$ cat src/rtl/board_pkg.sv
// Shared board constants and the debounce FSM state encoding.
package board_pkg;

    localparam int CLK_HZ          = 25_000_000;
    localparam int DEBOUNCE_MS     = 10;
    localparam int DEBOUNCE_CYCLES = CLK_HZ / 1000 * DEBOUNCE_MS;

    typedef enum logic [1:0] {
        S_LOW       = 2'd0,
        S_RISE_WAIT = 2'd1,
        S_HIGH      = 2'd2,
        S_FALL_WAIT = 2'd3
    } deb_state_t;

endpackage

$ cat src/rtl/switch_debounce_ch.sv
// One switch channel: 2-flop synchroniser, debounce FSM with its stability
// counter, and registered level / press / release outputs.
// Optional auto-repeat on a held switch: define SWITCH_AUTOREPEAT_EN.
module switch_debounce_ch
    import board_pkg::*;
#(
    parameter int DEBOUNCE_LIMIT = DEBOUNCE_CYCLES,
    parameter int REPEAT_DELAY   = 12_500_000,
    parameter int REPEAT_PERIOD  = 2_500_000
) (
    input  logic       clk,
    input  logic       rst,
    input  logic       sw_raw,
    output logic       level,
    output logic       press,
    output logic       rel,
    output deb_state_t state
);

    localparam int               CNT_W    = $clog2(DEBOUNCE_LIMIT);
    localparam logic [CNT_W-1:0] CNT_LAST = CNT_W'(DEBOUNCE_LIMIT - 1);

    logic             sw_meta;
    logic             sw_s;
    logic [CNT_W-1:0] cnt;

`ifdef SWITCH_AUTOREPEAT_EN
    localparam int RPT_MAX = (REPEAT_DELAY > REPEAT_PERIOD) ? REPEAT_DELAY : REPEAT_PERIOD;
    localparam int RPT_W   = $clog2(RPT_MAX);
    localparam logic [RPT_W-1:0] RPT_DELAY_LAST  = RPT_W'(REPEAT_DELAY - 1);
    localparam logic [RPT_W-1:0] RPT_PERIOD_LAST = RPT_W'(REPEAT_PERIOD - 1);

    logic [RPT_W-1:0] rpt;
    logic             rpt_on;
`endif

    // Bring the asynchronous switch into the clock domain; only sw_s is used.
    always_ff @(posedge clk) begin
        if (rst) begin
            sw_meta <= 1'b0;
            sw_s    <= 1'b0;
        end else begin
            sw_meta <= sw_raw;
            sw_s    <= sw_meta;
        end
    end

    // Debounce FSM: a level change is accepted only after DEBOUNCE_LIMIT
    // consecutive stable cycles; any bounce back restarts from the held level.
    always_ff @(posedge clk) begin
        if (rst) begin
            state  <= S_LOW;
            cnt    <= '0;
            level  <= 1'b0;
            press  <= 1'b0;
            rel    <= 1'b0;
`ifdef SWITCH_AUTOREPEAT_EN
            rpt    <= '0;
            rpt_on <= 1'b0;
`endif
        end else begin
            press <= 1'b0;
            rel   <= 1'b0;
            unique case (state)
                S_LOW: begin
                    cnt <= '0;
`ifdef SWITCH_AUTOREPEAT_EN
                    rpt    <= '0;
                    rpt_on <= 1'b0;
`endif
                    if (sw_s) state <= S_RISE_WAIT;
                end
                S_RISE_WAIT: begin
                    if (!sw_s) begin
                        state <= S_LOW;
                        cnt   <= '0;
                    end else if (cnt == CNT_LAST) begin
                        state <= S_HIGH;
                        cnt   <= '0;
                        level <= 1'b1;
                        press <= 1'b1;
`ifdef SWITCH_AUTOREPEAT_EN
                        rpt    <= '0;
                        rpt_on <= 1'b0;
`endif
                    end else begin
                        cnt <= cnt + 1'b1;
                    end
                end
                S_HIGH: begin
                    // A falling input wins over a repeat due in the same cycle.
                    if (!sw_s) begin
                        state <= S_FALL_WAIT;
                        cnt   <= '0;
                    end
`ifdef SWITCH_AUTOREPEAT_EN
                    else if (!rpt_on && rpt == RPT_DELAY_LAST) begin
                        press  <= 1'b1;
                        rpt    <= '0;
                        rpt_on <= 1'b1;
                    end else if (rpt_on && rpt == RPT_PERIOD_LAST) begin
                        press <= 1'b1;
                        rpt   <= '0;
                    end else begin
                        rpt <= rpt + 1'b1;
                    end
`endif
                end
                S_FALL_WAIT: begin
                    // rpt is left untouched here so a bounce resumes the repeat timing.
                    if (sw_s) begin
                        state <= S_HIGH;
                        cnt   <= '0;
                    end else if (cnt == CNT_LAST) begin
                        state <= S_LOW;
                        cnt   <= '0;
                        level <= 1'b0;
                        rel   <= 1'b1;
                    end else begin
                        cnt <= cnt + 1'b1;
                    end
                end
                default: state <= S_LOW;
            endcase
        end
    end

endmodule

$ cat src/rtl/switch_debounce_bank.sv
// Bank of NUM_SW independent debounced switch channels feeding the
// push-button counter. o_State carries each channel's FSM state
// (2 bits per channel, channel 0 in the low bits) for observation.
// Optional auto-repeat on a held switch: define SWITCH_AUTOREPEAT_EN.
module switch_debounce_bank
    import board_pkg::*;
#(
    parameter int NUM_SW         = 4,
    parameter int DEBOUNCE_LIMIT = DEBOUNCE_CYCLES,
    parameter int REPEAT_DELAY   = 12_500_000,
    parameter int REPEAT_PERIOD  = 2_500_000
) (
    input  logic                i_Clk,
    input  logic                i_Rst,
    input  logic [NUM_SW-1:0]   i_Switch,
    output logic [NUM_SW-1:0]   o_Switch,
    output logic [NUM_SW-1:0]   o_Press,
    output logic [NUM_SW-1:0]   o_Release,
    output logic [2*NUM_SW-1:0] o_State
);

    // One self-contained debouncer per switch; outputs are concatenated by bit.
    for (genvar g = 0; g < NUM_SW; g++) begin : g_ch
        deb_state_t ch_state;

        switch_debounce_ch #(
            .DEBOUNCE_LIMIT (DEBOUNCE_LIMIT),
            .REPEAT_DELAY   (REPEAT_DELAY),
            .REPEAT_PERIOD  (REPEAT_PERIOD)
        ) u_ch (
            .clk    (i_Clk),
            .rst    (i_Rst),
            .sw_raw (i_Switch[g]),
            .level  (o_Switch[g]),
            .press  (o_Press[g]),
            .rel    (o_Release[g]),
            .state  (ch_state)
        );

        assign o_State[2*g +: 2] = ch_state;
    end

endmodule
$ cat config.mk
export PLATFORM = sky130hd
export DESIGN_NAME = switch_debounce_bank
export DESIGN_NICKNAME = d
export VERILOG_FILES = /design/src/rtl/board_pkg.sv /design/src/rtl/switch_debounce_ch.sv /design/src/rtl/switch_debounce_bank.sv
export SDC_FILE = /design/constraint.sdc
export NUM_CORES = 1
export LEC_CHECK = 0
export CAP_MARGIN = 20
export CORE_MARGIN = 3
export CORE_UTILIZATION = 58
export DETAILED_ROUTE_END_ITERATION = 12
export PLACE_DENSITY = 0.78
export SETUP_SLACK_MARGIN = 0.3
export SLEW_MARGIN = 30
export SYNTH_ARGS = -nofsm -noshare
export SYNTH_HDL_FRONTEND = slang
export SYNTH_SLANG_ARGS = --single-unit
$ cat constraint.sdc
create_clock -name i_Clk -period 4 [get_ports i_Clk]
set_input_delay 0.8 -clock i_Clk [delete_from_list [all_inputs] [get_ports i_Clk]]
set_output_delay 0.8 -clock i_Clk [all_outputs]
set_load 0.05 [all_outputs]
==> results.txt <==
The cell area after synthesis came out at 0.004810 mm^2. Walking the worst path, the cells encountered are clkdlybuf4s50_1. The count of placed standard cells including taps is 668. The die is 97.06 um wide.

The final core utilization is 0.6702. The worst slew slack as a fraction of its limit is 0.4038. On the critical path the largest part of the delay comes from buffers and inverters. Once layout is done, the placed cells without fillers occupy 0.005286 mm^2. The number of top-level pins is 26. The met2 usage in global routing came out at 0.3646.

The worst ir drop on vdd came out at 0.2514 mV. Detailed placement ended at an HPWL of 6976 um. The final layout contains routed wiring with a total length of 10090 um. The die covers 0.009421 mm^2.

The path type of the worst setup path is flop to output pin. After synthesis the netlist holds a flip-flop and latch count of 100. Once placement finished, the instance area stood at 0.005047 mm^2.

The highest clock frequency the design can meet is 387.2 MHz. The proportion of total power due to net switching came out at 0.2094. For this run, the total global-route usage over all layers was measured as 0.2178. The met3 capacity usage during global routing came out at 0.05312. The final layout contains 587 nets.

The via count is 4133. The first-pass GRT wire length is 17600 um. Counting every sink on the clock net gives 100. For met1 alone, demand over resource in global routing was 0.2858. Setup repair after global routing left no endpoint under its margin. The count of hold buffers inserted by post-cts repair came out at 0. The via-per-instance ratio is 6.051.

After detailed routing, the average wire length per cell comes to 14.77 um. After the first detailed-routing iteration, the DRC count stood at 156. The maximum fanout count along the critical path is 9.

The non-filler instance count after layout came out at 683. The final hold slack is 443.8 ps. The power density of the placed cells is 347.8 mW/mm^2. The number of hold violations in the final report is 0. The synthesis warning total is 0. The worst setup path is launched from a flop. The sequential group share of total power came out at 0.550. The H-tree level count is 3. The layout cell share with drive strength beyond 1 is 0.06024. The share of total power dissipated in combinational logic is 0.031. The via count of the first global-routing pass is 3833.

The flow ran to the end, and the final reports show no timing, DRC or antenna violations. After synthesis, the share of flip-flops with an asynchronous set or reset is 0. The capture point of the worst reg-to-reg path is g_ch[1].u_ch.level. Entering global routing, the biggest net connects 28 pins. The register area share after synthesis is 0.4162. The post-CTS setup repair buffer count came out at 0. The number of diodes came out at 0. Adding up every negative setup slack in the final design gives 0 ps. The most critical setup path has its endpoint at o_State[0].

The setup slack of the worst register-to-register path came out at 1830 ps. Subtracting the final worst setup slack from the clock period gives 2583 ps. The depth of the critical timing path with buffers and inverters included is 1.

The clock-pin transition on the worst setup and hold timing paths is 90 ps. The number of failing setup endpoints in the final timing report is 0. The most congested layer reported by global routing is met2. The region available for standard cell placement spans 0.007888 mm^2. The effective utilization at floorplan is 0.6098.

The count of buffers from port buffering came out at 25. The clock latency on the worst-skew pair is 370 ps. The number of distinct standard cells referenced by the synthesized netlist came out at 62. Of the available clock period, the critical path in the final layout requires 0.6457. The fraction of power consumed by the clock network is 0.418.

Counting every net in the synthesized netlist gives 574. The slowest stage of the critical path is the sky130_fd_sc_hd__clkdlybuf4s50_1 cell. At the pin with the least slew margin, the transition time is 887.5 ps. The worst setup path startpoint is g_ch[0].u_ch.state[0]. The final-report max-slew violation count is 0. The clock tree from TritonCTS is built. The average cell area after synthesis came out at 8.528 um^2. The worst path buffer plus inverter count is 1. The number of enable flip-flop cells after synthesis is 0. The synthesized instance count is 564. The detail route stage leaves a number of antenna-violating nets equal to 0. The data required time at the worst endpoint is 3200 ps. The most used flip-flop cell after synthesis is sky130_fd_sc_hd__dfxtp_1. The number of cells on the worst reg-to-reg path is 6. The path category of the worst min-delay check is flop to flop. The biggest cell delay along the critical path came out at 870 ps. The static leakage is 1.816 nW. The weighted congestion at the end of routability-driven global placement came out at 0.8359. The pre-antenna-repair detailed-routing pass consisted of 7 iterations. The clock buffer count from CTS came out at 9. The number of placement rows is 32.

The nature of the critical path endpoint is an output pin. The synthesis-to-layout area growth came out at 9.912%. The net switching power came out at 0.3850 mW.

In this run the deepest clock path goes through 2 buffers. The CTS root buffer is sky130_fd_sc_hd__clkbuf_8. The total congestion overflow came out at 0. In the routed design, unresolved DRC markers number 0. The worst register-to-register path begins at g_ch[1].u_ch.cnt[0].

From bottom edge to top edge, the die measures 97.06 um. The max-capacitance violation count is 0. Between clock sinks in the finished design, the worst skew comes to 11.87 ps. Data on the critical path arrives at its endpoint at 1780 ps. Cell internal power was estimated by the tool at 1.454 mW.

The number of antenna violations at the first check in global routing is 0. The count of cells resized by post-cts repair came out at 0.
-- worst min path at each step --
stage | cells past startpoint | startpoint | to
finish | 1 | g_ch[3].u_ch.sw_meta | g_ch[3].u_ch.sw_s
global route | 1 | g_ch[3].u_ch.sw_meta | g_ch[3].u_ch.sw_s
CTS | 1 | g_ch[3].u_ch.sw_meta | g_ch[3].u_ch.sw_s
detailed placement | 1 | g_ch[0].u_ch.sw_meta | g_ch[0].u_ch.sw_s
global placement | 1 | g_ch[1].u_ch.sw_meta | g_ch[1].u_ch.sw_s
floorplan | 1 | g_ch[0].u_ch.sw_meta | g_ch[0].u_ch.sw_s
-- final cells by class --
class	instances	area, um^2
Fill cell	688	2601
Multi-Input combinational cell	421	2582
Sequential cell	100	2002
Timing Repair Buffer	29	275.3
Clock buffer	11	141.4
Tap cell	102	127.6
Clock inverter	4	97.59
Inverter	16	60.06
-- cells in the mapped netlist (5+ instances only) --
library cell	count	area, um^2
sky130_fd_sc_hd__dfxtp_1	100	2002
sky130_fd_sc_hd__nand2_1	64	240.2
sky130_fd_sc_hd__nand3_1	44	220.2
sky130_fd_sc_hd__nor2_1	42	157.7
sky130_fd_sc_hd__a21oi_1	32	160.2
sky130_fd_sc_hd__a31oi_1	26	162.7
sky130_fd_sc_hd__nor3_1	18	90.09
sky130_fd_sc_hd__o21ai_0	18	90.09
sky130_fd_sc_hd__inv_1	16	60.06
sky130_fd_sc_hd__mux2i_1	14	140.1
sky130_fd_sc_hd__nor2b_1	13	81.33
sky130_fd_sc_hd__buf_4	12	90.09
sky130_fd_sc_hd__xor2_1	12	105.1
sky130_fd_sc_hd__and3_1	11	68.82
sky130_fd_sc_hd__nand4_1	11	68.82
sky130_fd_sc_hd__nor4_1	10	62.56
sky130_fd_sc_hd__clkbuf_1	9	33.78
sky130_fd_sc_hd__xnor2_1	9	78.83
sky130_fd_sc_hd__a22o_1	8	70.07
sky130_fd_sc_hd__and4_1	6	52.55
sky130_fd_sc_hd__nand2b_1	6	37.54
sky130_fd_sc_hd__o311ai_0	6	52.55
sky130_fd_sc_hd__and2_1	5	31.28
-- sequential cells by signal, summed over array words and instances (netlist names), named ones only --
name               cells
g_ch.u_ch.cnt         72
g_ch.u_ch.level        4
g_ch.u_ch.press        4
g_ch.u_ch.rel          4
g_ch.u_ch.state        4
g_ch.u_ch.sw_meta      4
g_ch.u_ch.sw_s         4
-- power by group through the flow --
stage / Clock, mW / Sequential [mW] / Combinational (mW)
final: 0.769 / 1.01 / 0.0576
after global routing: 0.817 / 1.01 / 0.0623
after CTS: 0.784 / 1.01 / 0.0577
after detailed placement: 0 / 1.04 / 0.0576
after global placement: 0 / 1.03 / 0.0562
after floorplan: 0 / 1.04 / 0.0413
-- logic make-up (layout without fill, tap and decap cells) --
kind of cell	Yosys count	count (layout)	share of synthesized area
adder cells (fa/ha/maj)	4	4	0.01041
AND/OR/NAND/NOR	259	259	0.2872
buffers and inverters	43	60	0.04682
AO/OA/AOI/OAI	123	123	0.1720
multiplexers	14	14	0.02914
flip-flops	100	100	0.4162
XOR/XNOR	21	21	0.03824
-- cells in the final DEF, fill, tap and decap left out, types with 4 or more instances in the layout --
cell type                         synthesis  routed
sky130_fd_sc_hd__nor2_1                  42      42
sky130_fd_sc_hd__a22o_1                   8       8
sky130_fd_sc_hd__a21o_1                   4       4
sky130_fd_sc_hd__a21oi_1                 32      32
sky130_fd_sc_hd__nand3_1                 44      44
sky130_fd_sc_hd__xnor2_1                  9       9
sky130_fd_sc_hd__mux2i_1                 14      14
sky130_fd_sc_hd__buf_4                   12       4
sky130_fd_sc_hd__nand3b_1                 4       4
sky130_fd_sc_hd__inv_1                   16      16
sky130_fd_sc_hd__o311ai_0                 6       6
sky130_fd_sc_hd__and3_1                  11      11
sky130_fd_sc_hd__nor3b_1                  4       4
sky130_fd_sc_hd__nor2b_1                 13      13
sky130_fd_sc_hd__xor2_1                  12      12
sky130_fd_sc_hd__and4_1                   6       6
sky130_fd_sc_hd__nor4_1                  10      10
sky130_fd_sc_hd__clkbuf_8                 0      10
sky130_fd_sc_hd__nand2b_1                 6       6
sky130_fd_sc_hd__clkdlybuf4s50_1          0      24
sky130_fd_sc_hd__and2_1                   5       5
sky130_fd_sc_hd__ha_1                     4       4
sky130_fd_sc_hd__o31ai_1                  4       4
sky130_fd_sc_hd__dfxtp_1                100     100
sky130_fd_sc_hd__o21ai_0                 18      18
sky130_fd_sc_hd__a31oi_1                 26      26
sky130_fd_sc_hd__nor3_1                  18      18
sky130_fd_sc_hd__nand2_1                 64      64
sky130_fd_sc_hd__a22oi_1                  4       4
sky130_fd_sc_hd__nand4_1                 11      11
-- through the flow --
| step | total power, mW | setup slack [ps] |
|---|---|---|
| 6_report | 1.839 | 1417 |
| 5_1_grt | 1.893 | 1372 |
| 4_1_cts | 1.854 | 1418 |
| 3_5_place_dp | 1.093 | 1582 |
| 3_3_place_gp | 1.091 | 1666 |
| 2_1_floorplan | 1.077 | 2010 |
-- routing by layer --
metal  share of wire  vias up  wire [um]
li1                -     2086          -
met1            0.46     1920       4620
met2            0.47      115       4782
met3           0.058       12        580
met4           0.010        0        102
met5               0        -          0
No activity file was read; power rests on OpenSTA's default activity.
==> RTL change 1: new RTL, same settings <==
Build with the macro `SWITCH_AUTOREPEAT_EN` defined.
--- a/src/rtl/switch_debounce_ch.sv
+++ b/src/rtl/switch_debounce_ch.sv
@@ -2,4 +2,6 @@
 // counter, and registered level / press / release outputs.
 // Optional auto-repeat on a held switch: define SWITCH_AUTOREPEAT_EN.
+`define SWITCH_AUTOREPEAT_EN
+
 module switch_debounce_ch
     import board_pkg::*;
Check against the original RTL: same outputs for any inputs over 4 cycles, from zero or initial values and one cycle with i_Rst high; that may be too few to reach the edited logic, so the function may still have changed.
==> RTL change 1 against the original RTL <==
Setup slack worse by 250 ps. Count of clock-buffer cells in the layout is 7 higher. Power is 130% higher. Die area is 100% higher. Sequential power is 100% higher. Combinational power grew to 5.7 times the old value. Sequential cell count is 100 higher. Critical path depth is 6 higher. Final area is 110% higher. Synthesized area is 110% higher. Routed wire length is 110% higher. Critical endpoint is now g_ch[3].u_ch.rpt[21]. Largest cell class unchanged.
==> RTL change 1: results (changes against the original RTL) <==
register area share after synthesis 0.395 (-0.0209); ranking of synthesized cells by area dfxtp_1, nor2_1, xor2_1; first-pass GRT wire length 37300 um (+110%); placed wire-length estimate 14300 um (+100%); crit path max fanout 15 (+6); Synth Net Count 1269 (+120%); antenna violations before repair 0 (unchanged); Synth top cells by count dfxtp_1, nor2_1, nand2_1, nand3_1, xor2_1; nets@finish 1262 (+110%); router iterations before antenna repair 5 (-2); Worst Skew 8.47 ps (-3.40 ps); Filler cells 1435 (+110%); DR iter-0 viols 693 (+340%); worst hold path depth 1 (unchanged); Max VDD drop 0.339 mV (+35%); share of layout cells above drive strength 1 0.0442 (-0.0161); Slew HR 0.484 (+0.0797); Total GRT Usage 0.225 (+0.00677); Worst-Skew Late Latency 440 ps (+70 ps); antenna cell count 0 (unchanged); CTS Buf Count 17 (+8); Vias/cell 5.88 (-2.9%); area post-placement 10400 um^2 (+110%); largest net degree at the start of global routing 52 (+86%); vias in the first global route 7942 (+110%); library cells used by synthesis 68 (+9.7%); Arrival @ worst endpoint 3220 ps (+1440 ps); routed wire length 21300 um (+110%); Static Leak 3.61 nW (+99%); gr ovfl total 0 (unchanged); Resize count post-CTS 0 (unchanged); R2R depth 7 (+1); H-tree lvl count 4 (+1); hold crit path type register to register; Async SR Flop Fraction 0 (unchanged); Clock Tree Root clkbuf_16; Sw Ratio 0.240 (+0.0306); Largest register FFs 96 (+33%); Worst-path clk slew 70 ps (-20 ps); status finished, final reports clean; GP Congestion 0.886 (+6.0%)
[RTL change 1: changes by cell type in the layout (fill, tap and decap cells not counted), sizes merged, moves of 37 or more]
| cell | before | now |
|---|---|---|
| xor2 | 12 | 65 |
| nand2 | 64 | 115 |
| nand4 | 11 | 48 |
| xnor2 | 9 | 53 |
| nand3 | 45 | 87 |
| dfxtp | 100 | 200 |
| nor2 | 42 | 182 |
[RTL change 1: stage by stage]
step	setup slack, ps	cells
after global placement	1390	1433
final	1170	1465
after detailed placement	1310	1433
after CTS	1300	1465
after floorplan	1440	1239
after global routing	917	1465
[RTL change 1: cells by family after synthesis]
family                   after synthesis  synth area share
AND/OR/NAND/NOR                      651             0.327
flip-flops                           200             0.395
AO/OA/AOI/OAI                        155             0.101
XOR/XNOR                             118             0.102
buffers and inverters                 86            0.0395
adder cells (fa/ha/maj)               24            0.0296
multiplexers                           5           0.00531
[RTL change 1: critical path, stage by stage, from the launching register on]
cell and delay, ps:
dfxtp_1 430, inv_1 110, ha_1 380, a211oi_1 390, a41o_1 270, nand4_1 590, nor4_1 510, a21o_1 120
[RTL change 1: worst paths after layout]
path / start / slack (ps) / to
min: g_ch[1].u_ch.sw_meta / 430 / g_ch[1].u_ch.sw_s
min reg2reg: g_ch[1].u_ch.sw_meta / 430 / g_ch[1].u_ch.sw_s
max: g_ch[3].u_ch.state[0] / 1170 / g_ch[3].u_ch.rpt[21]
max reg2reg: g_ch[3].u_ch.state[0] / 1170 / g_ch[3].u_ch.rpt[21]
[RTL change 1: power groups by stage]
stage / logic [mW] / clock network [mW] / registers, mW
global placement: 0.318 / 0 / 2.08
global route: 0.363 / 2.02 / 2.04
floorplan: 0.224 / 0 / 2.10
finish: 0.328 / 1.90 / 2.03
detailed placement: 0.323 / 0 / 2.08
CTS: 0.327 / 1.94 / 2.03
[RTL change 1: routing by layer]
layer	vias to the layer above	track usage	routed length, um
met2	178	0.359	9820
met4	0	0.0759	388
li1	4357	-	-
met1	4042	0.310	10200
met5	-	0	0
met3	32	0.0387	904
[RTL change 1: cell type report]
cell class | count | area (um^2) | share of cell area
flip-flops and latches | 200 | 4000 | 0.362
well taps | 220 | 275 | 0.0249
clock buffers | 18 | 439 | 0.0397
clock inverters | 14 | 219 | 0.0198
multi-input cells | 953 | 5730 | 0.518
inverters | 31 | 116 | 0.0105
repair buffers | 29 | 275 | 0.0249
==> RTL change 2: new RTL, config.mk and constraints unchanged <==
Made on the original files. Make the reset (`rst`) asynchronous in 2 clocked blocks.
--- a/src/rtl/switch_debounce_ch.sv
+++ b/src/rtl/switch_debounce_ch.sv
@@ -36,5 +36,5 @@
 
     // Bring the asynchronous switch into the clock domain; only sw_s is used.
-    always_ff @(posedge clk) begin
+    always_ff @(posedge clk or posedge rst) begin
         if (rst) begin
             sw_meta <= 1'b0;
@@ -48,5 +48,5 @@
     // Debounce FSM: a level change is accepted only after DEBOUNCE_LIMIT
     // consecutive stable cycles; any bounce back restarts from the held level.
-    always_ff @(posedge clk) begin
+    always_ff @(posedge clk or posedge rst) begin
         if (rst) begin
             state  <= S_LOW;
Behaviour: differs if i_Rst is asserted again (counterexample within 4 cycles, from zero or initial values and one cycle with i_Rst high); with i_Rst held inactive, the same outputs for 10 cycles.
==> RTL change 2 against the original RTL <==
Register-to-register slack got worse by 140 ps. Critical endpoint is now o_State[3]. Routed wire length fell by 0.61%. Final area rose by 2.3%. Sequential cell count unchanged. Hold slack got worse by 87 ps. Die area rose by 3.8%. Setup slack improved by 77 ps. Synthesized area is 4.0% higher.
Power is not compared: it rests on default switching activity, and its combinational part moved more than twofold at a synthesized area within 25%.
==> RTL change 2: results (changes against the original RTL) <==
met2 usage 0.339 (-0.0258); placed wire-length estimate 6760 um (-3.1%); hold crit path type register to register; Arrival @ worst endpoint 1710 ps (-70 ps); vias in the first global route 3689 (-3.8%); non-filler instance count after layout 644 (-5.7%); Worst Skew 8.83 ps (-3.05 ps); library cells used by synthesis 60 (-3.2%); GP Congestion 0.835 (about the same); DR iter-0 viols 198 (+27%); R2R depth 7 (+1); Async SR Flop Fraction 1.00 (+1.00); hold slack 356 ps (-87.4 ps); crit path max fanout 7 (-2); status finished, final reports clean; register area share after synthesis 0.500 (+0.0839); Main synth FF type dfrtp_1; WL met3 399 um (-31%); nets@finish 544 (-7.3%); met2 wire len 4810 um (+0.52%); Hold Crit Endpoint g_ch[2].u_ch.sw_s; Period Utilization, post-route 0.626 (-0.0193); area post-placement 5240 um^2 (+3.8%); met3 Resource Use GR 0.0410 (-0.0121); RR Startpoint g_ch[0].u_ch.cnt[0]; M1 wire length 4710 um (+1.8%); HP Start g_ch[2].u_ch.sw_meta; first-pass GRT wire length 17400 um (-1.4%); syn avg cell area 9.57 um^2 (+12%); Worst-Skew Late Latency 370 ps (about the same); GRT met1 Usage 0.299 (+0.0136); Vias 3916 (-5.3%); ranking of synthesized cells by area dfrtp_1, nand2_1, nand3_1; share of layout cells above drive strength 1 0.0649 (+0.00469); Post-Place Setup Slack 1730 ps (+152 ps); Critical Path End o_State[3]; DP Cell Count 628 (-6.0%); Synth top cells by count dfrtp_1, nand2_1, nand3_1, nor2_1, o21ai_0; Filler cells 679 (-1.3%); largest net degree at the start of global routing 56 (+100%); worst r2r dst g_ch[0].u_ch.cnt[15]; routed wire length 10000 um (-0.61%); router iterations before antenna repair 4 (-3); Synth Net Count 533 (-7.1%); Total GRT Usage 0.216 (-0.00207); Slew HR 0.418 (+0.0143)
## RTL change 2: cell count changes in the layout (fill, tap and decap cells not counted), moves of 4 or more
cell      before  now
a21oi_1       32   23
and4_1         6    2
dfrtp_1        0  100
dfxtp_1      100    0
mux2i_1       14    4
nand2_1       64   58
nor2b_1       13    2
nor3_1        18   13
o21ai_0       18   33
o311ai_0       6    0
or3_1          1    5
## RTL change 2: cell families after synthesis
kind of cell,count (synthesis),synth area share
AND/OR/NAND/NOR,228,0.240
buffers and inverters,44,0.0470
XOR/XNOR,24,0.0420
flip-flops,100,0.500
multiplexers,6,0.0125
adder cells (fa/ha/maj),4,0.0100
AO/OA/AOI/OAI,117,0.148
## RTL change 2: area by class of cell
type                    count  area [um^2]  area share
clock buffers              12          145      0.0268
clock inverters             4         25.0     0.00463
inverters                  16         62.6      0.0116
multi-input cells         379         2270       0.420
flip-flops and latches    100         2500       0.463
well taps                 105          131      0.0243
repair buffers             28          273      0.0504
